<file path="src/rtl/placar_display.sv">
// Multiplexed 4-digit scoreboard driver with tentos LEDs, blink highlighting of score changes
// (enabled by defining PLACAR_DISPLAY_HIGHLIGHT_EN) and a blinking match-over display.
module placar_display #(
  parameter int SCAN_DIV  = 1000,
  parameter int BLINK_DIV = 2500000
) (
  input  logic       clk,
  input  logic       rst,
  input  logic [3:0] pontuacaoA,
  input  logic [3:0] pontuacaoB,
  input  logic [1:0] tentosA,
  input  logic [1:0] tentosB,
  input  logic       jogo_encerrado,
  output logic [6:0] seg,
  output logic [3:0] an,
  output logic [2:0] led_tA,
  output logic [2:0] led_tB,
  output logic       led_fim
);

  localparam int SCAN_W  = (SCAN_DIV  > 1) ? $clog2(SCAN_DIV)  : 1;
  localparam int BLINK_W = (BLINK_DIV > 1) ? $clog2(BLINK_DIV) : 1;
  localparam logic [SCAN_W-1:0]  SCAN_MAX  = SCAN_W'(SCAN_DIV - 1);
  localparam logic [BLINK_W-1:0] BLINK_MAX = BLINK_W'(BLINK_DIV - 1);

  localparam logic [3:0] SYM_DASH  = 4'hE;
  localparam logic [3:0] SYM_BLANK = 4'hF;

`ifdef PLACAR_DISPLAY_HIGHLIGHT_EN
  typedef enum logic [1:0] {ST_NORMAL, ST_HIGHLIGHT, ST_FINAL} state_t;
`else
  typedef enum logic [1:0] {ST_NORMAL, ST_FINAL} state_t;
`endif

  function automatic logic [6:0] seg_code(input logic [3:0] sym);
    case (sym)
      4'd0:     seg_code = 7'h40;
      4'd1:     seg_code = 7'h79;
      4'd2:     seg_code = 7'h24;
      4'd3:     seg_code = 7'h30;
      4'd4:     seg_code = 7'h19;
      4'd5:     seg_code = 7'h12;
      4'd6:     seg_code = 7'h02;
      4'd7:     seg_code = 7'h78;
      4'd8:     seg_code = 7'h00;
      4'd9:     seg_code = 7'h10;
      SYM_DASH: seg_code = 7'h3F;
      default:  seg_code = 7'h7F;
    endcase
  endfunction

  // Scores above 12 are treated as uninitialised and shown as a dash on both digits.
  function automatic logic [3:0] digit_sym(input logic [3:0] score, input logic tens);
    if (score > 4'd12)       digit_sym = SYM_DASH;
    else if (tens)           digit_sym = (score >= 4'd10) ? 4'd1 : SYM_BLANK;
    else if (score >= 4'd10) digit_sym = score - 4'd10;
    else                     digit_sym = score;
  endfunction

  function automatic logic [2:0] therm(input logic [1:0] t);
    case (t)
      2'd0:    therm = 3'b000;
      2'd1:    therm = 3'b001;
      2'd2:    therm = 3'b011;
      default: therm = 3'b111;
    endcase
  endfunction

  // Sampled inputs; all decoding below looks only at these.
  logic [3:0] pa_q, pa_d, pb_q, pb_d;
  logic [1:0] ta_q, ta_d, tb_q, tb_d;
  logic       fim_in_q, fim_in_d;

  logic [SCAN_W-1:0]  scan_cnt_q, scan_cnt_d;
  logic [1:0]         idx_q, idx_d;
  logic [BLINK_W-1:0] blink_cnt_q, blink_cnt_d;
  logic               phase_q, phase_d;
  state_t             state_q, state_d;

  logic [6:0] seg_q, seg_d;
  logic [3:0] an_q, an_d;
  logic [2:0] led_ta_q, led_ta_d, led_tb_q, led_tb_d;
  logic       led_fim_q, led_fim_d;

  logic       blink_wrap, final_off, blank_a, blank_b;
  logic [3:0] sym;

`ifdef PLACAR_DISPLAY_HIGHLIGHT_EN
  logic [3:0] prev_a_q, prev_a_d, prev_b_q, prev_b_d;
  logic [1:0] mask_q, mask_d;
  logic [1:0] half_q, half_d;
  logic [1:0] chg;
`endif

  // NOTE: every *_d gets a default first, so no path through this block can infer a latch.
  always_comb begin
    pa_d        = pontuacaoA;
    pb_d        = pontuacaoB;
    ta_d        = tentosA;
    tb_d        = tentosB;
    fim_in_d    = jogo_encerrado;
    scan_cnt_d  = scan_cnt_q + 1'b1;
    idx_d       = idx_q;
    blink_cnt_d = blink_cnt_q;
    phase_d     = phase_q;
    state_d     = state_q;
    blink_wrap  = (blink_cnt_q == BLINK_MAX);

    if (scan_cnt_q == SCAN_MAX) begin
      scan_cnt_d = '0;
      idx_d      = idx_q + 2'd1;
    end

    if (state_q != ST_NORMAL) begin
      blink_cnt_d = blink_wrap ? '0 : blink_cnt_q + 1'b1;
      if (blink_wrap) phase_d = ~phase_q;
    end

`ifdef PLACAR_DISPLAY_HIGHLIGHT_EN
    prev_a_d = pa_q;
    prev_b_d = pb_q;
    mask_d   = mask_q;
    half_d   = half_q;
    chg      = {pa_q != prev_a_q, pb_q != prev_b_q};
    if (state_q == ST_HIGHLIGHT && blink_wrap) half_d = half_q + 2'd1;
`endif

    // Match-over wins over any score change and is left only through reset.
    if (fim_in_q && state_q != ST_FINAL) begin
      state_d     = ST_FINAL;
      blink_cnt_d = '0;
      phase_d     = 1'b0;
    end
`ifdef PLACAR_DISPLAY_HIGHLIGHT_EN
    else if (state_q != ST_FINAL && chg != 2'b00) begin
      state_d     = ST_HIGHLIGHT;
      mask_d      = ((state_q == ST_HIGHLIGHT) ? mask_q : 2'b00) | chg;
      blink_cnt_d = '0;
      phase_d     = 1'b0;
      half_d      = 2'd0;
    end else if (state_q == ST_HIGHLIGHT && blink_wrap && half_q == 2'd3) begin
      state_d = ST_NORMAL;
      mask_d  = 2'b00;
    end
`endif

    final_off = (state_q == ST_FINAL) && !phase_q;
    blank_a   = final_off;
    blank_b   = final_off;
`ifdef PLACAR_DISPLAY_HIGHLIGHT_EN
    if (state_q == ST_HIGHLIGHT && !phase_q) begin
      blank_a = blank_a | mask_q[1];
      blank_b = blank_b | mask_q[0];
    end
`endif

    // Index 0..3 drives an[0..3]: B units, B tens, A units, A tens.
    case (idx_q)
      2'd0:    sym = blank_b ? SYM_BLANK : digit_sym(pb_q, 1'b0);
      2'd1:    sym = blank_b ? SYM_BLANK : digit_sym(pb_q, 1'b1);
      2'd2:    sym = blank_a ? SYM_BLANK : digit_sym(pa_q, 1'b0);
      default: sym = blank_a ? SYM_BLANK : digit_sym(pa_q, 1'b1);
    endcase

    seg_d     = seg_code(sym);
    an_d      = ~(4'b0001 << idx_q);
    led_ta_d  = final_off ? 3'b000 : therm(ta_q);
    led_tb_d  = final_off ? 3'b000 : therm(tb_q);
    led_fim_d = (state_q == ST_FINAL);
  end

  // NOTE: sequential state uses non-blocking assignments only, so every flop samples pre-edge values.
  always_ff @(posedge clk or negedge rst) begin
    if (!rst) begin
      pa_q        <= '0;
      pb_q        <= '0;
      ta_q        <= '0;
      tb_q        <= '0;
      fim_in_q    <= 1'b0;
      scan_cnt_q  <= '0;
      idx_q       <= '0;
      blink_cnt_q <= '0;
      phase_q     <= 1'b0;
      state_q     <= ST_NORMAL;
      seg_q       <= 7'h7F;
      an_q        <= 4'hF;
      led_ta_q    <= 3'b000;
      led_tb_q    <= 3'b000;
      led_fim_q   <= 1'b0;
`ifdef PLACAR_DISPLAY_HIGHLIGHT_EN
      prev_a_q    <= '0;
      prev_b_q    <= '0;
      mask_q      <= 2'b00;
      half_q      <= 2'd0;
`endif
    end else begin
      pa_q        <= pa_d;
      pb_q        <= pb_d;
      ta_q        <= ta_d;
      tb_q        <= tb_d;
      fim_in_q    <= fim_in_d;
      scan_cnt_q  <= scan_cnt_d;
      idx_q       <= idx_d;
      blink_cnt_q <= blink_cnt_d;
      phase_q     <= phase_d;
      state_q     <= state_d;
      seg_q       <= seg_d;
      an_q        <= an_d;
      led_ta_q    <= led_ta_d;
      led_tb_q    <= led_tb_d;
      led_fim_q   <= led_fim_d;
`ifdef PLACAR_DISPLAY_HIGHLIGHT_EN
      prev_a_q    <= prev_a_d;
      prev_b_q    <= prev_b_d;
      mask_q      <= mask_d;
      half_q      <= half_d;
`endif
    end
  end

  assign seg     = seg_q;
  assign an      = an_q;
  assign led_tA  = led_ta_q;
  assign led_tB  = led_tb_q;
  assign led_fim = led_fim_q;

endmodule

</file>
<file path="config.mk">
export PLATFORM = sky130hd
export DESIGN_NAME = placar_display
export DESIGN_NICKNAME = d
export VERILOG_FILES = /design/src/rtl/placar_display.sv
export SDC_FILE = /design/constraint.sdc
export NUM_CORES = 1
export LEC_CHECK = 0
export CAP_MARGIN = 10
export CORE_MARGIN = 1
export CORE_UTILIZATION = 29
export CTS_CLUSTER_SIZE = 24
export DETAILED_ROUTE_END_ITERATION = 10
export PLACE_DENSITY = 0.43
export SETUP_SLACK_MARGIN = 0.05
export SLEW_MARGIN = 20
export SYNTH_ARGS = -nofsm -noshare
export SYNTH_HDL_FRONTEND = slang
export SYNTH_SLANG_ARGS = --single-unit
</file>
<file path="constraint.sdc">
create_clock -name clk -period 3.32 [get_ports clk]
set_clock_uncertainty 0.2 [all_clocks]
set_input_delay 0.83 -clock clk [delete_from_list [all_inputs] [get_ports clk]]
set_output_delay 0.83 -clock clk [all_outputs]
set_load 0.02 [all_outputs]
</file>
Word level (Yosys, flattened, before mapping) --
Memory sizes are Yosys's and may differ from the RTL's. A register that Yosys moved wholly into a read port is not among the register bits. Cells that the tools add are included.
Operators by class: shift operators 1, $add $sub $neg 5, mux-type cells 24, $lt $le $gt $ge 4, equal/unequal tests 8, reductions and logical operators 10, bitwise gates (word level) 3
Operators by type and width (number):
- 2-to-1 mux 22 bit | 3
- 2-to-1 mux 4 bit | 12
- adder 22 x 1 -> 22 bit, second input constant | 1
- == test 22 bit, second input constant | 1
- one-hot mux 3 bit (3 select lines) | 2
- one-hot mux 4 bit (3 select lines) | 1
- adder 10 x 1 -> 10 bit, second input constant | 1
- == test 10 bit, second input constant | 1
- 2-to-1 mux 10 bit | 1
- greater-or-equal comparator 4 bit, second input constant | 2
- greater-than comparator 4 bit, second input constant | 2
- subtractor 4 bit, second input constant | 2
- == test 2 x 1 -> 1 bit, second input constant | 3
- == test 2 bit, second input constant | 3
- logical NOT 2 bit | 3
- 2-to-1 mux 3 bit | 2
- NOT 4 bit | 1
- nonzero test 2 bit | 2
- << shifter 1 x 2 -> 4 bit, first input constant | 1
- 2-to-1 mux 1 bit | 3
- adder 2 x 1 -> 2 bit, second input constant | 1
- logical AND 1 bit | 2
- logical NOT 1 bit | 2
- NOT 1 bit | 2
- AND reduction 2 bit | 1
Storage, ports and cells: flip-flop bits (word level) 60, logic and storage cells 70, ROM bits 112, output and inout bits 18, memories kept 1, input bits 15
Memories:
- (no name shown) | depth 16, width 7, read ports 1, clocked after Yosys merged registers in 1, wr ports 0, line 36 | case (sym)

Longest topological paths before layout --
Gate-level depths: netlist of the first run.
word-level depth 5, mapped depth 11, mapped depth without buffers 11

Worst setup path before layout of the first run --
No wires, ideal clock.
path kind register -> register, from register pb_q[2], to register seg_q[6], in the netlist seg[6], slack 0.617 ns, arrival time 2.420 ns, required time 3.037 ns, clock period less this slack 2.703 ns, cell stages (with the launch flop) 11, path through dfrtp_1 -> inv_1 -> ha_1 -> and4bb_2 -> a2111oi_4 -> o22ai_2 -> o21ai_0 -> inv_1 -> ha_1 -> a21o_2 -> a221o_1
On the way: word-level cells in the longest chain between the ends 5, elaborated cells on any way between the ends 10
Ends and longest elaborated chain:
- start: declaration | line 70 | logic [3:0] pa_q, pa_d, pb_q, pb_d;
- start signal: assignment | line 198 | pb_q <= pb_d;
- subtractor 4 bit or greater-or-equal comparator 4 bit (tied branches)
- 2-to-1 mux 4 bit, on equally long branches | line 56, 55
- 2-to-1 mux 4 bit | line 54 | if (score > 4'd12) digit_sym = SYM_DASH;
- 2-to-1 mux 4 bit, on equally long branches | line 159, 160
- one-hot mux 4 bit (3 select lines) (*) | line 158 | case (idx_q)
- end: declaration | line 80 | logic [6:0] seg_q, seg_d;
Mark *: on every way between the ends. The rest lies on a longest branch, timed or not. A chain may end at the register's enable or synchronous reset.

Worst setup path after layout of the first run --
Ends and elaborated chain as after synthesis.

==> report_table.html, run 1 <==
<table>
<tr><th>Metric</th><th>Value</th></tr>
<tr><th colspan="2">Routing</th></tr>
<tr><td>Via density per instance</td><td>4.91</td></tr>
<tr><td>Number of DRC markers in iteration 0</td><td>117</td></tr>
<tr><td>Met2 Routed Length</td><td>3280 um</td></tr>
<tr><td>Final wirelength</td><td>6910 um</td></tr>
<tr><td>Post-Route M1 WL</td><td>3270 um</td></tr>
<tr><td>DRC Markers</td><td>0</td></tr>
<tr><td>Routed wire per std cell</td><td>13.6 um</td></tr>
<tr><td>Number of detailed-routing iterations run before antenna repair</td><td>4</td></tr>
<tr><td>Met3 Wirelength</td><td>220 um</td></tr>
<tr><td>Highest layer used for signal routing</td><td>met4</td></tr>
<tr><td>Via count of the routed design</td><td>2,497</td></tr>
<tr><td>Number of nets with antenna violations after routing</td><td>0</td></tr>
<tr><th colspan="2">Critical path</th></tr>
<tr><td>Terminus of the critical flop-to-flop path</td><td>seg[6]</td></tr>
<tr><td>Endpoint kind of the worst setup timing path</td><td>register</td></tr>
<tr><td>Startpoint Class</td><td>register</td></tr>
<tr><td>Required time reported for the critical path endpoint</td><td>3.37 ns</td></tr>
<tr><td>Critical Setup Path Class</td><td>register to register</td></tr>
<tr><td>Critical path data arrival time</td><td>2.79 ns</td></tr>
<tr><td>Worst Path Max Fanout</td><td>4</td></tr>
<tr><td>R2R cell count</td><td>11</td></tr>
<tr><td>R2R Path Start</td><td>pb_q[2]</td></tr>
<tr><td>Flop-to-flop setup slack</td><td>0.58 ns</td></tr>
<tr><th colspan="2">Clock tree</th></tr>
<tr><td>Clock-pin slew on the worst setup and hold paths</td><td>0.06 ns</td></tr>
<tr><td>Library cell used as clock root buffer</td><td>sky130_fd_sc_hd__clkbuf_16</td></tr>
<tr><td>Post-CTS setup buffers</td><td>0</td></tr>
<tr><td>Number of clock sinks seen by CTS</td><td>67</td></tr>
<tr><td>PostCTS Resize Cnt</td><td>0</td></tr>
<tr><td>Bufs on Longest Clock Path</td><td>2</td></tr>
<tr><td>Total clock buffers created by CTS</td><td>9</td></tr>
<tr><td>Insertion delay to the later sink of the worst-skew pair</td><td>0.33 ns</td></tr>
<tr><td>Clock tree from TritonCTS</td><td>yes</td></tr>
<tr><td>H-tree depth reported by CTS</td><td>3</td></tr>
<tr><td>Number of buffers inserted for hold repair after clock tree synthesis</td><td>0</td></tr>
<tr><th colspan="2">Power</th></tr>
<tr><td>Clock share of power</td><td>49.9%</td></tr>
<tr><td>Internal power contribution</td><td>1.62 mW</td></tr>
<tr><td>Leakage dissipation</td><td>1.69 nW</td></tr>
<tr><td>Proportion of power drawn by combinational gates</td><td>6.1%</td></tr>
<tr><td>Switching power as a share of total power</td><td>22.3%</td></tr>
<tr><td>Sequential group share of total power</td><td>44.0%</td></tr>
<tr><td>Power per Cell Area</td><td>498 mW/mm^2</td></tr>
<tr><td>P_sw</td><td>0.465 mW</td></tr>
<tr><td>IR drop worst, VDD</td><td>197 uV</td></tr>
<tr><td>Total power of the final layout</td><td>2.08 mW</td></tr>
<tr><th colspan="2">Hold path</th></tr>
<tr><td>Hold path cells</td><td>1</td></tr>
<tr><td>Min-Delay Endpoint</td><td>scan_cnt_q[0]</td></tr>
<tr><td>Worst hold path startpoint</td><td>scan_cnt_q[0]</td></tr>
<tr><td>Classification of the worst-slack hold path</td><td>register to register</td></tr>
<tr><th colspan="2">Timing</th></tr>
<tr><td>Sum Neg Setup Slack</td><td>0 ns</td></tr>
<tr><td>Worst Max-Slew Pin Slew</td><td>0.707 ns</td></tr>
<tr><td>Final number of setup-violating endpoints</td><td>0</td></tr>
<tr><td>Number of endpoints with negative hold slack in the final report</td><td>0</td></tr>
<tr><td>Worst relative slew slack</td><td>52.8%</td></tr>
<tr><td>Minimum setup slack in the final design</td><td>0.577 ns</td></tr>
<tr><td>Final slew viol count</td><td>0</td></tr>
<tr><td>Hold WS</td><td>0.258 ns</td></tr>
<tr><td>Setup repair after global routing missed its margin</td><td>false</td></tr>
<tr><td>Final period demand of the worst path</td><td>2.74 ns</td></tr>
<tr><td>Achievable frequency</td><td>365 MHz</td></tr>
<tr><td>Fin crit share</td><td>82.6%</td></tr>
<tr><th colspan="2">Floorplanning</th></tr>
<tr><td>I/O Pins</td><td>33</td></tr>
<tr><td>Initial core utilization</td><td>30.4%</td></tr>
<tr><td>Die extent in y</td><td>109 um</td></tr>
<tr><td>Die area</td><td>0.0120 mm^2</td></tr>
<tr><td>Core region area</td><td>0.0110 mm^2</td></tr>
<tr><td>Die X</td><td>109 um</td></tr>
<tr><td>Number of rows created at floorplan</td><td>38</td></tr>
<tr><th colspan="2">Synth</th></tr>
<tr><td>Ys Warns</td><td>0</td></tr>
<tr><td>Netlist Area Pre-Place</td><td>0.00335 mm^2</td></tr>
<tr><td>Dominant cell type by area after synthesis</td><td>sky130_fd_sc_hd__dfrtp_1</td></tr>
<tr><td>Share of synthesized registers carrying an async set or reset</td><td>100%</td></tr>
<tr><td>Post-synth top area share</td><td>41.9%</td></tr>
<tr><td>Gate count after technology mapping</td><td>323</td></tr>
<tr><td>Dominant register cell in the synthesized netlist</td><td>sky130_fd_sc_hd__dfrtp_1</td></tr>
<tr><td>Register area share after synthesis</td><td>50.5%</td></tr>
<tr><td>Most repeated cell in the gate-level netlist after synthesis</td><td>sky130_fd_sc_hd__dfrtp_1</td></tr>
<tr><td>Total of flip-flops plus latches after synthesis</td><td>67</td></tr>
<tr><td>Mean post-synth cell area</td><td>10.4 um^2</td></tr>
<tr><td>Leading post-synthesis cells by cell area</td><td>sky130_fd_sc_hd__dfrtp_1, sky130_fd_sc_hd__dfstp_2, sky130_fd_sc_hd__ha_1, sky130_fd_sc_hd__o21ai_0, sky130_fd_sc_hd__nand2_1</td></tr>
<tr><td>Unique cell type count in the Yosys netlist</td><td>58</td></tr>
<tr><td>Nets in the synthesized netlist</td><td>352</td></tr>
<tr><td>Number of flops mapped to enable cells by yosys</td><td>0</td></tr>
<tr><td>Ranking of synthesized cells by instance count</td><td>sky130_fd_sc_hd__dfrtp_1, sky130_fd_sc_hd__o21ai_0, sky130_fd_sc_hd__nand2_1</td></tr>
<tr><th colspan="2">Global routing</th></tr>
<tr><td>Tot GR Track Use</td><td>13.2%</td></tr>
<tr><td>Wire length of the first global-routing pass</td><td>12,000 um</td></tr>
<tr><td>Pin count of the biggest net entering global routing</td><td>68</td></tr>
<tr><td>Antenna violations before repair</td><td>0</td></tr>
<tr><td>Total overflow reported by the global router</td><td>0</td></tr>
<tr><td>Via count of the first global-routing pass</td><td>2,445</td></tr>
<tr><th colspan="2">Finish</th></tr>
<tr><td>Inserted Diodes</td><td>0</td></tr>
<tr><td>Layout-stage area growth over the synthesis result</td><td>24.7%</td></tr>
<tr><td>Fin nets</td><td>393</td></tr>
<tr><td>Fraction of layout instances using a drive strength above 1</td><td>13.8%</td></tr>
<tr><td>Share of the core filled with cells</td><td>37.9%</td></tr>
<tr><th colspan="2">Placed design</th></tr>
<tr><td>Weighted congestion reported at the end of routability-driven placement</td><td>0.787</td></tr>
<tr><td>Post-Place Setup Slack</td><td>0.582 ns</td></tr>
<tr><td>Port bufs</td><td>32</td></tr>
<tr><td>Half-perimeter wire length of the detailed placement result</td><td>4700 um</td></tr>
<tr><th colspan="2">Flow run</th></tr>
<tr><td>Number of maximum-capacitance violations</td><td>0</td></tr>
<tr><th colspan="2">Outcome</th></tr>
<tr><td>Result of the run</td><td>completed</td></tr>
</table>
-- worst max path at each step --
| stage | slack [ns] | endpoint | startpoint | depth (start not counted) |
|---|---|---|---|---|
| after CTS | 0.57 | seg[6] | pb_q[2] | 11 |
| final | 0.58 | seg[6] | pb_q[2] | 11 |
| after detailed placement | 0.58 | seg[6] | pb_q[2] | 11 |
| after global routing | 0.37 | seg[4] | pb_q[2] | 11 |
| after floorplan | 0.62 | seg[6] | pb_q[2] | 10 |
| after global placement | 0.63 | seg[6] | pb_q[2] | 11 |
-- power groups by stage --
stage               logic (mW)  registers (mW)  clock network, mW
floorplan               0.0794           0.913                  0
global route             0.148           0.925               1.10
global placement         0.127           0.930                  0
finish                   0.126           0.916               1.04
detailed placement       0.130           0.929                  0
CTS                      0.130           0.917               1.07
-- kinds of logic after synthesis --
logic type | count (synthesis) | synth area share (%)
buffers and inverters | 24 | 3.74
muxes | 2 | 0.598
xor gates and xnor gates | 10 | 2.62
adders and majority gates | 14 | 5.23
AOI/OAI and AO/OA | 92 | 18.7
and+or+nand+nor | 114 | 18.6
DFF | 67 | 50.5
-- layout make-up --
class,instances,area (um^2)
clock buffer,11,253
clock inverter,5,75.1
fill,1089,6860
inverter,15,56.3
multi-input combinational,232,1530
sequential,67,1690
tap,140,175
timing repair buffer,39,393
-- cell usage in the layout (no fill, tap or decap), drive strengths merged, types with 6 or more instances in the layout --
cell,synthesis,layout
a21oi,14,14
a31oi,6,6
and3,6,6
buf,6,8
clkbuf,3,11
clkdlybuf4s50,0,31
dfrtp,56,56
dfstp,11,11
ha,14,14
inv,15,15
nand2,24,24
nand3,15,15
nand4,7,7
nor2,23,23
nor2b,6,6
nor3,7,7
o21ai,35,35
o31ai,11,11
xor2,6,6
-- registers in the layout (all words and copies together) (netlist names) --
register	flops
an	4
blink_cnt_q	22
fim_in_q	1
idx_q	2
led_fim	1
led_tA	3
led_tB	3
pa_q	4
pb_q	4
phase_q	1
scan_cnt_q	10
seg	7
state_q	1
ta_q	2
tb_q	2
-- per-layer routing --
| layer | track usage [%] | vias to the layer above |
|---|---|---|
| met4 | 6.00 | 0 |
| met1 | 16.6 | 1184 |
| met3 | 3.20 | 11 |
| met5 | 0 | - |
| met2 | 21.5 | 40 |
| li1 | - | 1262 |
-- stage by stage --
step                      cell area [um^2]  instances
final                                 4180        509
after detailed placement              3850        493
after global placement                3850        493
after global routing                  4180        509
after floorplan                       3350        323
after CTS                             4180        509
-- worst max-delay path, stage by stage, from the launching register on --
cell and delay, ns:
sky130_fd_sc_hd__dfrtp_1 0.43, sky130_fd_sc_hd__inv_1 0.10, sky130_fd_sc_hd__ha_1 0.19, sky130_fd_sc_hd__and4bb_2 0.24
sky130_fd_sc_hd__a2111oi_4 0.28, sky130_fd_sc_hd__o22ai_2 0.16, sky130_fd_sc_hd__o21ai_0 0.17, sky130_fd_sc_hd__buf_4 0.15
sky130_fd_sc_hd__inv_1 0.05, sky130_fd_sc_hd__ha_1 0.21, sky130_fd_sc_hd__a21o_2 0.19, sky130_fd_sc_hd__a221o_1 0.29
(Power assumes the default switching activity.)
==> run 2, diff against run 1 <==
Settings changed: PLACE_DENSITY 0.43 to 0.45.
Clock period 3.32 ns to 2.3 ns, I/O delays scaled along.
==> report_table.html, run 2 (synthesis gave the netlist of run 1 again) <==
<table>
<tr><th>Metric</th><th>Value</th></tr>
<tr><th colspan="2">Routing</th></tr>
<tr><td>Via count of the routed design</td><td>2,739 (+9.7%)</td></tr>
<tr><td>DRC Markers</td><td>0 (unchanged)</td></tr>
<tr><td>Number of nets with antenna violations after routing</td><td>0 (unchanged)</td></tr>
<tr><td>Routed wire per std cell</td><td>13.9 um (+2.7%)</td></tr>
<tr><td>Final wirelength</td><td>7810 um (+13%)</td></tr>
<tr><td>Via density per instance</td><td>4.89 (-0.30%)</td></tr>
<tr><td>Number of detailed-routing iterations run before antenna repair</td><td>4 (unchanged)</td></tr>
<tr><td>Number of DRC markers in iteration 0</td><td>124 (+6.0%)</td></tr>
<tr><th colspan="2">Timing</th></tr>
<tr><td>Setup repair after global routing missed its margin</td><td>true</td></tr>
<tr><td>Final slew viol count</td><td>0 (unchanged)</td></tr>
<tr><td>Achievable frequency</td><td>425 MHz (+16%)</td></tr>
<tr><td>Minimum setup slack in the final design</td><td>-0.0544 ns (-0.632 ns)</td></tr>
<tr><td>Final number of setup-violating endpoints</td><td>2 (+2)</td></tr>
<tr><td>Worst relative slew slack</td><td>75.2% (+22 points)</td></tr>
<tr><td>Worst Max-Slew Pin Slew</td><td>0.366 ns (-0.341 ns)</td></tr>
<tr><td>Hold WS</td><td>0.0631 ns (-0.194 ns)</td></tr>
<tr><td>Fin crit share</td><td>102% (+20 points)</td></tr>
<tr><td>Number of endpoints with negative hold slack in the final report</td><td>0 (unchanged)</td></tr>
<tr><td>Sum Neg Setup Slack</td><td>-0.0713 ns (-0.0713 ns)</td></tr>
<tr><td>Final period demand of the worst path</td><td>2.35 ns (-0.388 ns)</td></tr>
<tr><th colspan="2">Finish</th></tr>
<tr><td>Inserted Diodes</td><td>0 (unchanged)</td></tr>
<tr><td>Fin nets</td><td>444 (+13%)</td></tr>
<tr><td>Fraction of layout instances using a drive strength above 1</td><td>30.0% (+16 points)</td></tr>
<tr><td>Layout-stage area growth over the synthesis result</td><td>39.3%</td></tr>
<tr><td>Highest-count cells in the layout ignoring fill and taps</td><td>sky130_fd_sc_hd__dfrtp_1, sky130_fd_sc_hd__buf_4, sky130_fd_sc_hd__clkdlybuf4s50_1</td></tr>
<tr><td>Register containing the most flip-flops in the final layout</td><td>blink_cnt_q</td></tr>
<tr><td>Share of the core filled with cells</td><td>42.3% (+4.4 points)</td></tr>
<tr><td>Number of flip-flops under the largest register name</td><td>22 (unchanged)</td></tr>
<tr><th colspan="2">Power</th></tr>
<tr><td>Power per Cell Area</td><td>644 mW/mm^2 (+29%)</td></tr>
<tr><td>Leakage dissipation</td><td>1.94 nW (+15%)</td></tr>
<tr><td>IR drop worst, VDD</td><td>420 uV (+110%)</td></tr>
<tr><th colspan="2">Critical path</th></tr>
<tr><td>Crit path depth</td><td>9 (-2)</td></tr>
<tr><td>Crit path buffers/inverters</td><td>2 (-1)</td></tr>
<tr><td>Crit path from</td><td>pb_q[1]</td></tr>
<tr><td>Critical Setup Path Class</td><td>register to register</td></tr>
<tr><td>Critical Path Max Stage Delay</td><td>0.40 ns (-0.03 ns)</td></tr>
<tr><td>Critical path data arrival time</td><td>2.41 ns (-0.38 ns)</td></tr>
<tr><td>Terminus of the critical flop-to-flop path</td><td>seg[6]</td></tr>
<tr><td>R2R Path Start</td><td>pb_q[1]</td></tr>
<tr><td>Capture point of the worst path</td><td>seg[6]</td></tr>
<tr><td>Sequence of cells on the critical path</td><td>buf_4 -&gt; and2b_2 -&gt; a2111oi_4 -&gt; o22ai_2 -&gt; o21ai_2 -&gt; inv_2 -&gt; ha_2 -&gt; a21o_2 -&gt; a221o_1</td></tr>
<tr><td>Largest delay contributor family on the critical path</td><td>compound AO/OA/AOI/OAI gates</td></tr>
<tr><td>Startpoint Class</td><td>register</td></tr>
<tr><td>Required time reported for the critical path endpoint</td><td>2.35 ns (-1.02 ns)</td></tr>
<tr><td>Endpoint kind of the worst setup timing path</td><td>register</td></tr>
<tr><td>R2R cell count</td><td>9 (-2)</td></tr>
<tr><td>Slowest-stage cell, CP</td><td>sky130_fd_sc_hd__dfrtp_1</td></tr>
<tr><td>Flop-to-flop setup slack</td><td>-0.05 ns (-0.63 ns)</td></tr>
<tr><td>Worst Path Max Fanout</td><td>4 (unchanged)</td></tr>
<tr><th colspan="2">Floorplanning</th></tr>
<tr><td>Initial core utilization</td><td>30.4% (unchanged)</td></tr>
<tr><td>Core region area</td><td>0.0110 mm^2 (unchanged)</td></tr>
<tr><td>I/O Pins</td><td>33 (unchanged)</td></tr>
<tr><td>Die extent in y</td><td>109 um (unchanged)</td></tr>
<tr><td>Die X</td><td>109 um (unchanged)</td></tr>
<tr><td>Number of rows created at floorplan</td><td>38 (unchanged)</td></tr>
<tr><td>Die area</td><td>0.0120 mm^2 (unchanged)</td></tr>
<tr><th colspan="2">Global routing</th></tr>
<tr><td>Antenna violations before repair</td><td>0 (unchanged)</td></tr>
<tr><td>Tot GR Track Use</td><td>14.2% (+1.0 points)</td></tr>
<tr><td>Pin count of the biggest net entering global routing</td><td>68 (unchanged)</td></tr>
<tr><td>Wire length of the first global-routing pass</td><td>13,000 um (+8.8%)</td></tr>
<tr><td>Via count of the first global-routing pass</td><td>2,705 (+11%)</td></tr>
<tr><td>Total overflow reported by the global router</td><td>0 (unchanged)</td></tr>
<tr><th colspan="2">Clock tree</th></tr>
<tr><td>Clock tree from TritonCTS</td><td>yes</td></tr>
<tr><td>Total clock buffers created by CTS</td><td>9 (unchanged)</td></tr>
<tr><td>Insertion delay to the later sink of the worst-skew pair</td><td>0.33 ns (about the same)</td></tr>
<tr><td>H-tree depth reported by CTS</td><td>3 (unchanged)</td></tr>
<tr><td>Library cell used as clock root buffer</td><td>sky130_fd_sc_hd__clkbuf_16</td></tr>
<tr><td>Bufs on Longest Clock Path</td><td>2 (unchanged)</td></tr>
<tr><td>Number of buffers inserted for hold repair after clock tree synthesis</td><td>0 (unchanged)</td></tr>
<tr><td>Clock-pin slew on the worst setup and hold paths</td><td>0.06 ns (about the same)</td></tr>
<tr><td>Number of clock sinks seen by CTS</td><td>67 (unchanged)</td></tr>
<tr><th colspan="2">Placed design</th></tr>
<tr><td>Post-Place Setup Slack</td><td>-0.0773 ns (-0.659 ns)</td></tr>
<tr><td>Port bufs</td><td>32 (unchanged)</td></tr>
<tr><td>Half-perimeter wire length of the detailed placement result</td><td>5250 um (+12%)</td></tr>
<tr><td>Weighted congestion reported at the end of routability-driven placement</td><td>0.773 (-1.8%)</td></tr>
<tr><th colspan="2">Flow run</th></tr>
<tr><td>Number of maximum-capacitance violations</td><td>0 (unchanged)</td></tr>
<tr><th colspan="2">Outcome</th></tr>
<tr><td>Result of the run</td><td>complete, but fails checks</td></tr>
<tr><td>Violations in the final reports</td><td>setup timing</td></tr>
<tr><th colspan="2">Hold path</th></tr>
<tr><td>Classification of the worst-slack hold path</td><td>input pin to asynchronous set/reset pin</td></tr>
</table>
-- run 2: cell count changes in the layout (fill, tap and decap cells not counted), moves of 3 or more --
| cell | before | now |
|---|---|---|
| sky130_fd_sc_hd__buf_4 | 5 | 55 |
| sky130_fd_sc_hd__o21ai_0 | 31 | 24 |
| sky130_fd_sc_hd__ha_1 | 14 | 8 |
| sky130_fd_sc_hd__ha_2 | 0 | 5 |
| sky130_fd_sc_hd__o21ai_1 | 2 | 7 |
| sky130_fd_sc_hd__clkdlybuf4s50_1 | 31 | 28 |
| sky130_fd_sc_hd__dlymetal6s2s_1 | 0 | 3 |
-- run 2: layout make-up --
type                            instances  area (um^2)
Clock inverter                          5         60.1
Timing Repair Buffer                   90          796
Multi-Input combinational cell        232         1630
Inverter                               15         56.3
Clock buffer                           11          253
Sequential cell                        67         1690
Tap cell                              140          175
Fill cell                            1081         6370
-- run 2: power by group --
group	switching, mW	internal (mW)
sequential	0.0697	1.24
clock	0.535	0.902
combinational	0.126	0.129
total	0.731	2.27
-- run 2: how the worst min path moves through the flow --
stage	to	startpoint	cells past startpoint
floorplan	blink_cnt_q[0]	rst	0
global placement	scan_cnt_q[0]	scan_cnt_q[0]	1
detailed placement	scan_cnt_q[0]	scan_cnt_q[0]	1
CTS	blink_cnt_q[1]	rst	2
global route	led_tB[2]	rst	2
finish	pb_q[1]	rst	2
-- run 2: repair_timing --
action,4_1_cts,5_1_grt
gates resized for setup,12,19
endpoints found under the hold margin,0,0
buffers inserted,6,2
pin swaps,7,9
setup endpoints to repair,7,27
-- run 2: stage by stage --
stage	power, mW	instance area (um^2)	instances
after floorplan	1.44	3360	323
after global placement	1.56	4190	536
after detailed placement	1.57	4190	536
after CTS	3.04	4600	558
after global routing	3.14	4660	560
final	3.00	4660	560
-- run 2: routing by layer --
| metal | up-vias | global-route usage, % | wire [um] |
|---|---|---|---|
| met4 | 0 | 6.29 | 114 |
| met3 | 11 | 3.97 | 303 |
| met1 | 1326 | 17.6 | 3620 |
| li1 | 1356 | - | - |
| met5 | - | 0 | 0 |
| met2 | 46 | 23.1 | 3770 |
-- run 2: worst reg2reg max path, cell delays in order, from the launching register on --
cell and delay (ns):
sky130_fd_sc_hd__dfrtp_1 0.40, sky130_fd_sc_hd__buf_4 0.15, sky130_fd_sc_hd__and2b_2 0.21, sky130_fd_sc_hd__a2111oi_4 0.28, sky130_fd_sc_hd__o22ai_2 0.15, sky130_fd_sc_hd__o21ai_2 0.19, sky130_fd_sc_hd__inv_2 0.06, sky130_fd_sc_hd__ha_2 0.17
sky130_fd_sc_hd__a21o_2 0.18, sky130_fd_sc_hd__a221o_1 0.29
==> run 3, diff against run 2 <==
Settings changed: ABC_AREA set to 0, TNS_END_PERCENT set to 50.
==> report_table.html, run 3 (synthesis gave the netlist of run 1 again) <==
<table>
<tr><th>Metric</th><th>Value</th></tr>
<tr><th colspan="2">Power</th></tr>
<tr><td>Power per Cell Area</td><td>600 mW/mm^2 (-6.8%)</td></tr>
<tr><td>Leakage dissipation</td><td>1.95 nW (+0.81%)</td></tr>
<tr><td>Total power of the final layout</td><td>2.88 mW (-4.3%)</td></tr>
<tr><td>IR drop worst, VDD</td><td>425 uV (+1.2%)</td></tr>
<tr><th colspan="2">Routing</th></tr>
<tr><td>Via count of the routed design</td><td>2,758 (+0.69%)</td></tr>
<tr><td>Number of nets with antenna violations after routing</td><td>0 (unchanged)</td></tr>
<tr><td>Number of detailed-routing iterations run before antenna repair</td><td>4 (unchanged)</td></tr>
<tr><td>DRC Markers</td><td>0 (unchanged)</td></tr>
<tr><td>Number of DRC markers in iteration 0</td><td>108 (-13%)</td></tr>
<tr><td>Via density per instance</td><td>4.95 (+1.2%)</td></tr>
<tr><td>Final wirelength</td><td>7710 um (-1.3%)</td></tr>
<tr><td>Routed wire per std cell</td><td>13.8 um (-0.75%)</td></tr>
<tr><th colspan="2">Timing</th></tr>
<tr><td>Sum Neg Setup Slack</td><td>-0.120 ns (-0.0487 ns)</td></tr>
<tr><td>Fin crit share</td><td>103% (+0.44 points)</td></tr>
<tr><td>Number of endpoints with negative hold slack in the final report</td><td>0 (unchanged)</td></tr>
<tr><td>Setup repair after global routing missed its margin</td><td>true</td></tr>
<tr><td>Final slew viol count</td><td>0 (unchanged)</td></tr>
<tr><td>Minimum setup slack in the final design</td><td>-0.0645 ns (-0.0102 ns)</td></tr>
<tr><td>Final period demand of the worst path</td><td>2.36 ns (+0.0102 ns)</td></tr>
<tr><td>Final number of setup-violating endpoints</td><td>3 (+1)</td></tr>
<tr><td>Hold WS</td><td>0.0285 ns (-0.0347 ns)</td></tr>
<tr><td>Worst relative slew slack</td><td>63.1% (-12 points)</td></tr>
<tr><td>Worst Max-Slew Pin Slew</td><td>0.553 ns (+0.186 ns)</td></tr>
<tr><td>Achievable frequency</td><td>423 MHz (-0.43%)</td></tr>
<tr><th colspan="2">Flow run</th></tr>
<tr><td>Number of maximum-capacitance violations</td><td>0 (unchanged)</td></tr>
<tr><th colspan="2">Finish</th></tr>
<tr><td>Register containing the most flip-flops in the final layout</td><td>blink_cnt_q</td></tr>
<tr><td>Number of flip-flops under the largest register name</td><td>22 (unchanged)</td></tr>
<tr><td>Number of fillers in the final layout</td><td>1,057 (-2.2%)</td></tr>
<tr><td>Non-filler instance count after layout</td><td>557 (-0.54%)</td></tr>
<tr><td>Fraction of layout instances using a drive strength above 1</td><td>31.9% (+1.9 points)</td></tr>
<tr><td>Layout-stage area growth over the synthesis result</td><td>43.2%</td></tr>
<tr><td>Inserted Diodes</td><td>0 (unchanged)</td></tr>
<tr><td>Seq. cell area</td><td>0.00169 mm^2 (about the same)</td></tr>
<tr><td>Leading cell type in the layout, fill and taps excluded</td><td>sky130_fd_sc_hd__dfrtp_1</td></tr>
<tr><td>Fin nets</td><td>441 (-0.68%)</td></tr>
<tr><td>Highest-count cells in the layout ignoring fill and taps</td><td>sky130_fd_sc_hd__dfrtp_1, sky130_fd_sc_hd__buf_4, sky130_fd_sc_hd__nand2_1</td></tr>
<tr><td>Multi-input gate area</td><td>0.00175 mm^2 (+7.3%)</td></tr>
<tr><th colspan="2">Critical path</th></tr>
<tr><td>Endpoint kind of the worst setup timing path</td><td>register</td></tr>
<tr><td>Critical Setup Path Class</td><td>register to register</td></tr>
<tr><td>Startpoint Class</td><td>register</td></tr>
<tr><td>R2R cell count</td><td>10 (+1)</td></tr>
<tr><td>Flop-to-flop setup slack</td><td>-0.06 ns (about the same)</td></tr>
<tr><td>Critical path data arrival time</td><td>2.41 ns (about the same)</td></tr>
<tr><td>Worst Path Max Fanout</td><td>4 (unchanged)</td></tr>
<tr><td>Required time reported for the critical path endpoint</td><td>2.34 ns (about the same)</td></tr>
<tr><td>R2R Path Start</td><td>pb_q[1]</td></tr>
<tr><td>Terminus of the critical flop-to-flop path</td><td>seg[4]</td></tr>
<tr><th colspan="2">Floorplanning</th></tr>
<tr><td>Die X</td><td>109 um (unchanged)</td></tr>
<tr><td>Initial core utilization</td><td>30.4% (unchanged)</td></tr>
<tr><td>Number of rows created at floorplan</td><td>38 (unchanged)</td></tr>
<tr><td>Core region area</td><td>0.0110 mm^2 (unchanged)</td></tr>
<tr><td>Die extent in y</td><td>109 um (unchanged)</td></tr>
<tr><td>I/O Pins</td><td>33 (unchanged)</td></tr>
<tr><td>Die area</td><td>0.0120 mm^2 (unchanged)</td></tr>
<tr><th colspan="2">Global routing</th></tr>
<tr><td>Via count of the first global-routing pass</td><td>2,593 (-4.1%)</td></tr>
<tr><td>Antenna violations before repair</td><td>0 (unchanged)</td></tr>
<tr><td>Wire length of the first global-routing pass</td><td>12,400 um (-5.0%)</td></tr>
<tr><td>Total overflow reported by the global router</td><td>0 (unchanged)</td></tr>
<tr><td>Tot GR Track Use</td><td>13.6% (-0.60 points)</td></tr>
<tr><td>Pin count of the biggest net entering global routing</td><td>27 (-60%)</td></tr>
<tr><th colspan="2">Clock tree</th></tr>
<tr><td>Library cell used as clock root buffer</td><td>sky130_fd_sc_hd__clkbuf_16</td></tr>
<tr><td>Total clock buffers created by CTS</td><td>9 (unchanged)</td></tr>
<tr><td>Clock-pin slew on the worst setup and hold paths</td><td>0.06 ns (about the same)</td></tr>
<tr><td>Number of clock sinks seen by CTS</td><td>67 (unchanged)</td></tr>
<tr><td>Insertion delay to the later sink of the worst-skew pair</td><td>0.33 ns (about the same)</td></tr>
<tr><td>Number of buffers inserted for hold repair after clock tree synthesis</td><td>0 (unchanged)</td></tr>
<tr><td>H-tree depth reported by CTS</td><td>3 (unchanged)</td></tr>
<tr><td>Clock tree from TritonCTS</td><td>yes</td></tr>
<tr><td>Bufs on Longest Clock Path</td><td>2 (unchanged)</td></tr>
<tr><th colspan="2">Hold path</th></tr>
<tr><td>Classification of the worst-slack hold path</td><td>input pin to asynchronous set/reset pin</td></tr>
<tr><th colspan="2">Placed design</th></tr>
<tr><td>Half-perimeter wire length of the detailed placement result</td><td>5220 um (-0.55%)</td></tr>
<tr><td>Count of placed standard cells including taps</td><td>530 (-1.1%)</td></tr>
<tr><td>Port bufs</td><td>32 (unchanged)</td></tr>
<tr><td>Weighted congestion reported at the end of routability-driven placement</td><td>0.801 (+3.5%)</td></tr>
<tr><td>Post-Place Setup Slack</td><td>-0.103 ns (-0.0254 ns)</td></tr>
<tr><th colspan="2">Outcome</th></tr>
<tr><td>Violations in the final reports</td><td>setup timing</td></tr>
<tr><td>Result of the run</td><td>complete, but fails checks</td></tr>
</table>
[run 3: routing by layer]
metal  vias to the layer above  GRT usage, %  share of wire, %
met4                         0          6.00               1.6
met2                        60          21.7                48
met3                        14          4.92               4.0
met1                      1332          16.5                46
li1                       1352             -                 -
met5                         -             0                 0
[run 3: metrics by stage]
step	instance area, um^2	utilization [%]
CTS	4500	40.8
global route	4790	43.5
finish	4790	43.5
floorplan	3350	-
detailed placement	4140	37.6
global placement	4140	37.6
[run 3: report_power, final]
part           switching [mW]  leakage (nW)  internal, mW  total (mW)
Combinational           0.132         0.978         0.140       0.272
Sequential             0.0732         0.831          1.24        1.32
Clock                   0.474         0.143         0.814        1.29
[run 3: layout make-up]
class                           count  share of cell area [%]
Clock inverter                      2                   0.209
Inverter                           15                    1.17
Multi-Input combinational cell    232                    36.5
Timing Repair Buffer               87                    17.4
Clock buffer                       14                    5.72
Tap cell                          140                    3.65
Sequential cell                    67                    35.3
[run 3: timing repair]
| item | 4_1_cts | 5_1_grt |
|---|---|---|
| cloned | 0 | 2 |
| pin swaps | 5 | 19 |
| endpoints found under the setup margin | 7 | 31 |
| gates resized for setup | 14 | 54 |
| setup buffers | 2 | 8 |
[run 3: critical path, cell delays in order, from the launching register on]
cell and delay, ns:
sky130_fd_sc_hd__dfrtp_1 0.40, sky130_fd_sc_hd__buf_6 0.13, sky130_fd_sc_hd__o211ai_1 0.26, sky130_fd_sc_hd__o2111ai_2 0.19
sky130_fd_sc_hd__a21o_1 0.21, sky130_fd_sc_hd__o21ai_2 0.19, sky130_fd_sc_hd__buf_6 0.14, sky130_fd_sc_hd__ha_4 0.11
sky130_fd_sc_hd__inv_1 0.05, sky130_fd_sc_hd__nor4_2 0.32, sky130_fd_sc_hd__a221oi_2 0.06
[run 3: worst max-delay path by stage]
| stage | start | endpoint | slack (ns) | cells after the start |
|---|---|---|---|---|
| 3_5_place_dp | pb_q[2] | seg[4] | -0.10 | 10 |
| 2_1_floorplan | state_q[0] | seg[6] | -0.09 | 10 |
| 4_1_cts | pb_q[1] | seg[6] | -0.06 | 9 |
| 6_report | pb_q[1] | seg[4] | -0.06 | 10 |
| 3_3_place_gp | pb_q[1] | seg[6] | -0.03 | 9 |
| 5_1_grt | pb_q[1] | seg[4] | -0.15 | 10 |
==> RTL edit 1 (config.mk and constraints of run 2) <==
The parameter `SCAN_DIV` goes from 1000 to 500.
--- a/src/rtl/placar_display.sv
+++ b/src/rtl/placar_display.sv
@@ -3,3 +3,3 @@
 module placar_display #(
-  parameter int SCAN_DIV  = 1000,
+  parameter int SCAN_DIV  = 500,
   parameter int BLINK_DIV = 2500000
Formal check against the unedited RTL: same outputs for any inputs over 10 cycles, from zero or initial values and one cycle with rst low; that may be too few to reach the edited logic, so the function may still have changed.
==> RTL edit 1 against run 2 <==
The run still ends with negative setup slack left; worst setup slack improved by 0.037 ns; final area rose by 9.2%; routed wire length rose by 3.0%; area after synthesis fell by 0.82%; non-clock buffer count rose by 21; power rose by 1.6%; core utilization rose by 4.1 points; sequential cell count fell by 1; critical path type unchanged; largest power group unchanged.
==> RTL edit 1: results (changes against run 2) <==
| Metric | Value |
|---|---|
| First-pass GRT wire length | `13170 um (+1.1%)` |
| Slew headroom | `61.60% (-14 points)` |
| Post-Place Worst Slack | `-0.08791 ns (-0.01059 ns)` |
| Register area share after synthesis | `50.15% (-0.34 points)` |
| Top Family by Delay on Critical Path | `compound AO/OA/AOI/OAI gates` |
| Violated checks | `negative setup slack` |
| GR Util All Layers | `14.76% (+0.54 points)` |
| Hpwl dp | `5569 um (+6.1%)` |
| Largest net degree at the start of global routing | `26 (-62%)` |
| CTS Buf Count | `9 (unchanged)` |
| Drt pass-1 iters | `4 (unchanged)` |
| Iteration-0 DRC Markers | `83 (-33%)` |
| Final Util | `46.38% (+4.1 points)` |
| Peak VDD IR | `0.0005431 V (+29%)` |
| Vias per Instance | `4.799 (-1.9%)` |
| Synth area leaders | `dfrtp_1 41%, dfstp_2 8.7%, ha_1 6.0%` |
| Net Count, Synth | `370 (+5.1%)` |
| Vias in the first global route | `2755 (+1.8%)` |
| Met1 Use GR | `17.14% (-0.45 points)` |
| Setup_tns | `-0.02731 ns (+0.04401 ns)` |
| Met2 GRT Util | `24.93% (+1.8 points)` |
| Largest Register | `blink_cnt_q` |
| Post-CTS sizing | `24 (+12)` |
| Max FFs per register | `22 (unchanged)` |
| Antenna violations before repair | `0 (unchanged)` |
| Fillcell total | `1037 (-4.1%)` |
| Crit path max fanout | `5 (+1)` |
| Pleak | `0.002201 uW (+14%)` |
| Postcts setup bufs | `10 (+4)` |
| Cell Area, Placed | `4257 um2 (+1.6%)` |
| Status | `complete, but fails checks` |
| Worst hold path type | `in2async` |
| Ant diodes | `0 (unchanged)` |
| H-Tree Depth | `3 (unchanged)` |
| Synth cell count leaders | `55 x dfrtp_1, 37 x o21ai_0, 34 x nand2_1` |
| Post-synth cell types | `49 (-16%)` |
| CP max stage delay | `0.44 ns (+0.04 ns)` |
| Critical Path AT | `2.38 ns (-0.03 ns)` |
| Post-route setup slack | `-0.01768 ns (+0.03672 ns)` |
| Nets | `482 (+8.6%)` |
| Synth Instances | `339 (+5.0%)` |
| Slowest-stage cell, CP | `dfrtp_2` |
| M3 GR Usage | `4.782% (+0.81 points)` |
| Routability congestion estimate | `0.8138 (+5.2%)` |
| Primary FF master, synth | `dfrtp_1` |
| Ys Warns | `0 (unchanged)` |
| Finished Layout Cells | `596 (+6.4%)` |
| EDFF count, synth | `0 (unchanged)` |
| Layout cells sized above 1 | `37.50% (+7.5 points)` |
| Setup violations, final | `3 (+1)` |
| Post-DR wirelength/cell | `13.49 um (-3.2%)` |
| Inst Count DP | `552 (+3.0%)` |
## RTL edit 1: cell types whose count changed after synthesis, moves of 4 or more
| cell | change |
|---|---|
| o21ai_0 | +6 |
| nand2_1 | +10 |
| o21ai_1 | +6 |
| o31ai_1 | -5 |
| and4_1 | +4 |
| a211oi_1 | -4 |
| inv_1 | +5 |
| nor2b_1 | +4 |
## RTL edit 1: cells by family after synthesis
family / after synthesis / share of synthesized area, %
AND/OR/NAND/NOR: 127 / 20.31
flip-flops: 66 / 50.15
XOR/XNOR: 8 / 2.110
multiplexers: 3 / 0.9420
AO/OA/AOI/OAI: 89 / 16.77
buffers and inverters: 30 / 3.692
adder cells (fa/ha/maj): 16 / 6.029
## RTL edit 1: cell type report
class	instances	share of cell area [%]
clock buffers	10	4.692
flip-flops and latches	66	32.79
well taps	140	3.439
clock inverters	6	1.769
repair buffers	111	19.60
multi-input cells	243	36.18
inverters	20	1.523
## RTL edit 1: power breakdown
part | internal (uW) | total [uW] | switching, uW | leakage, uW
Combinational | 148 | 270 | 122 | 0.00124
Sequential | 1230 | 1290 | 65.6 | 0.000812
Clock | 976 | 1490 | 514 | 0.000147
## RTL edit 1: final timing paths
path	start	endpoint	slack, ns	depth (start not counted)
max	pb_q[1]	seg[4]	-0.02	6
max reg2reg	pb_q[1]	seg[4]	-0.02	6
min	rst	led_tA[1]	0.03	1
max in group asynchronous	rst	an[3]	1.26	2
min in group clk	state_q[0]	led_fim	0.24	0
min reg2reg	state_q[0]	led_fim	0.24	0
## RTL edit 1: layer usage
layer | routed length, um | vias to the layer above | share of wire, %
li1 | - | 1444 | -
met3 | 381 | 7 | 4.7
met2 | 4052 | 51 | 50
met5 | 0 | - | 0
met4 | 112 | 0 | 1.4
met1 | 3495 | 1358 | 43
==> RTL edit 2 (settings of run 2) <==
Without the edit above. `pa_q` and `pb_q` no longer have a reset.
--- a/src/rtl/placar_display.sv
+++ b/src/rtl/placar_display.sv
@@ -174,4 +174,2 @@
     if (!rst) begin
-      pa_q        <= '0;
-      pb_q        <= '0;
       ta_q        <= '0;
@@ -196,4 +194,2 @@
     end else begin
-      pa_q        <= pa_d;
-      pb_q        <= pb_d;
       ta_q        <= ta_d;
@@ -220,2 +216,7 @@
 
+  always_ff @(posedge clk) begin
+    pa_q <= pa_d;
+    pb_q <= pb_d;
+  end
+
   assign seg     = seg_q;
Behaviour: not the same (a bounded check fails within 4 cycles, from zero or initial values and one cycle with rst low).
==> RTL edit 2 against run 2 <==
Count of clock-buffer cells in the layout decreased by 1; power is 0.96% lower; sequential cell count did not move; final area grew 2.8%; maximum frequency rose by 4.1%; routed wire length increased by 0.19%; core utilization up 1.4 points; worst setup slack gained 0.093 ns; area after synthesis is 1.2% lower.
==> RTL edit 2: results (changes against run 2) <==
| Metric | Value |
|---|---|
| Root buffer cell | `clkbuf_16` |
| Worst R2R Start | `pb_q[2]` |
| Clock Pin Slew Worst Setup and Hold Paths | `0.06 ns (about the same)` |
| Register area share after synthesis | `49.89% (-0.60 points)` |
| Routability congestion estimate | `0.7882 (+1.9%)` |
| Met2 GRT Util | `21.88% (-1.2 points)` |
| Slowest-stage cell, CP | `dfxtp_2` |
| CP max stage delay | `0.33 ns (-0.07 ns)` |
| Post-DR wirelength/cell | `13.93 um (-0.16%)` |
| Launch point of the critical path | `pb_q[2]` |
| Post-synth cell types | `59 (+1.7%)` |
| Peak VDD IR | `0.0003217 V (-23%)` |
| Synth area leaders | `dfrtp_1 36%, dfstp_2 8.7%, ha_1 5.3%` |
| Clock latency at the later pin of the worst-skew pair | `0.33 ns (about the same)` |
| Slew headroom | `72.79% (-2.5 points)` |
| Largest net degree at the start of global routing | `60 (-12%)` |
| Status | `finished clean` |
| Fillcell total | `1074 (-0.65%)` |
| M3 GR Usage | `3.347% (-0.62 points)` |
| Vias in the first global route | `2616 (-3.3%)` |
| Critical Path AT | `2.32 ns (-0.09 ns)` |
| Layout cells sized above 1 | `34.60% (+4.6 points)` |
| Reg2Reg Depth | `10 (+1)` |
| Nets | `446 (+0.45%)` |
| Crit path max fanout | `2 (-2)` |
| Ant diodes | `0 (unchanged)` |
| First-pass GRT wire length | `12610 um (-3.2%)` |
| Pleak | `0.001970 uW (+1.7%)` |
| Synth cell count leaders | `48 x dfrtp_1, 31 x o21ai_0, 24 x nand2_1` |
| Ys Warns | `0 (unchanged)` |
| Met1 Use GR | `18.30% (+0.72 points)` |
| Net Count, Synth | `352 (unchanged)` |
| Cell taking the most area after synthesis | `dfrtp_1` |
| Hpwl dp | `5285 um (+0.69%)` |
| Vias | `2754 (+0.55%)` |
| FFs w/ async S/R, synth | `88.06% (-12 points)` |
| Iteration-0 DRC Markers | `128 (+3.2%)` |
| PortBufs | `32 (unchanged)` |
| GR Util All Layers | `13.93% (-0.29 points)` |
| Drt pass-1 iters | `4 (unchanged)` |
| Reg2Reg Setup Slack | `0.04 ns (+0.09 ns)` |
## RTL edit 2: cell count changes after synthesis, sizes merged
cell / delta
dfrtp: -8
dfxtp: +8
## RTL edit 2: logic make-up (layout without fill, tap and decap cells)
kind of cell | count (synthesis) | count (layout) | synth area share, %
mux | 2 | 2 | 0.6052
compound gates | 92 | 92 | 18.91
fa+ha+maj | 14 | 14 | 5.295
flops | 67 | 67 | 49.89
xor+xnor | 10 | 10 | 2.647
simple gates | 114 | 114 | 18.87
buf+inv | 24 | 123 | 3.782
## RTL edit 2: report_power, final
group / switching [uW] / leakage [uW] / total, uW / internal, uW
sequential: 77.9 / 0.000806 / 1320 / 1240
combinational: 116 / 0.00101 / 239 / 123
clock: 541 / 0.000149 / 1420 / 878
## RTL edit 2: layout make-up
type,count,area [um2],share of cell area (%)
multi-input cells,232,1758,36.67
flip-flops and latches,67,1655,34.53
repair buffers,92,837.1,17.46
clock buffers,10,239.0,4.986
well taps,140,175.2,3.654
clock inverters,6,72.57,1.514
inverters,15,56.30,1.175
## RTL edit 2: stage by stage
step                cells  power (uW)  worst slack (ns)  util, %  area [um2]
floorplan             323        1434          -0.08657        -        3318
global placement      533        1549          -0.02253    37.49        4118
detailed placement    533        1553          -0.03713    37.49        4118
CTS                   551        2998           0.01099    40.91        4493
global route          562        3120          -0.08034    43.64        4793
finish                562        2975           0.03816    43.64        4793
## RTL edit 2: timing repair
| action | in CTS | in global routing |
|---|---|---|
| endpoints found under the hold margin | 0 | 0 |
| gates resized for setup | 12 | 61 |
| cloned | 0 | 1 |
| endpoints found under the setup margin | 7 | 24 |
| setup buffers | 2 | 10 |
| pin swaps | 2 | 16 |
| hold buffers | 0 | 0 |
## RTL edit 2: worst reg2reg max path: stages (launching register included)
cell and delay, ns:
dfxtp_2 0.33, inv_2 0.05, ha_4 0.15, and4bb_2 0.23, a2111oi_4 0.21, o22ai_2 0.14, o21ai_2 0.18, inv_2 0.09
ha_4 0.16, a21o_2 0.18, a221o_1 0.28
## RTL edit 2: worst min path at each step
stage / slack (ns) / to / from / cells past startpoint
2_1_floorplan: 0.08 / blink_cnt_q[0] / rst / 0
3_3_place_gp: 0.26 / scan_cnt_q[0] / scan_cnt_q[0] / 1
3_5_place_dp: 0.25 / scan_cnt_q[0] / scan_cnt_q[0] / 1
4_1_cts: 0.05 / led_fim / rst / 2
5_1_grt: 0.06 / led_fim / rst / 2
6_report: 0.05 / led_fim / rst / 2
## RTL edit 2: routing by layer
metal | wire, um | vias up
met3 | 263 | 9
met1 | 3742 | 1337
li1 | - | 1363
met4 | 119 | 0
met2 | 3701 | 45
met5 | 0 | -
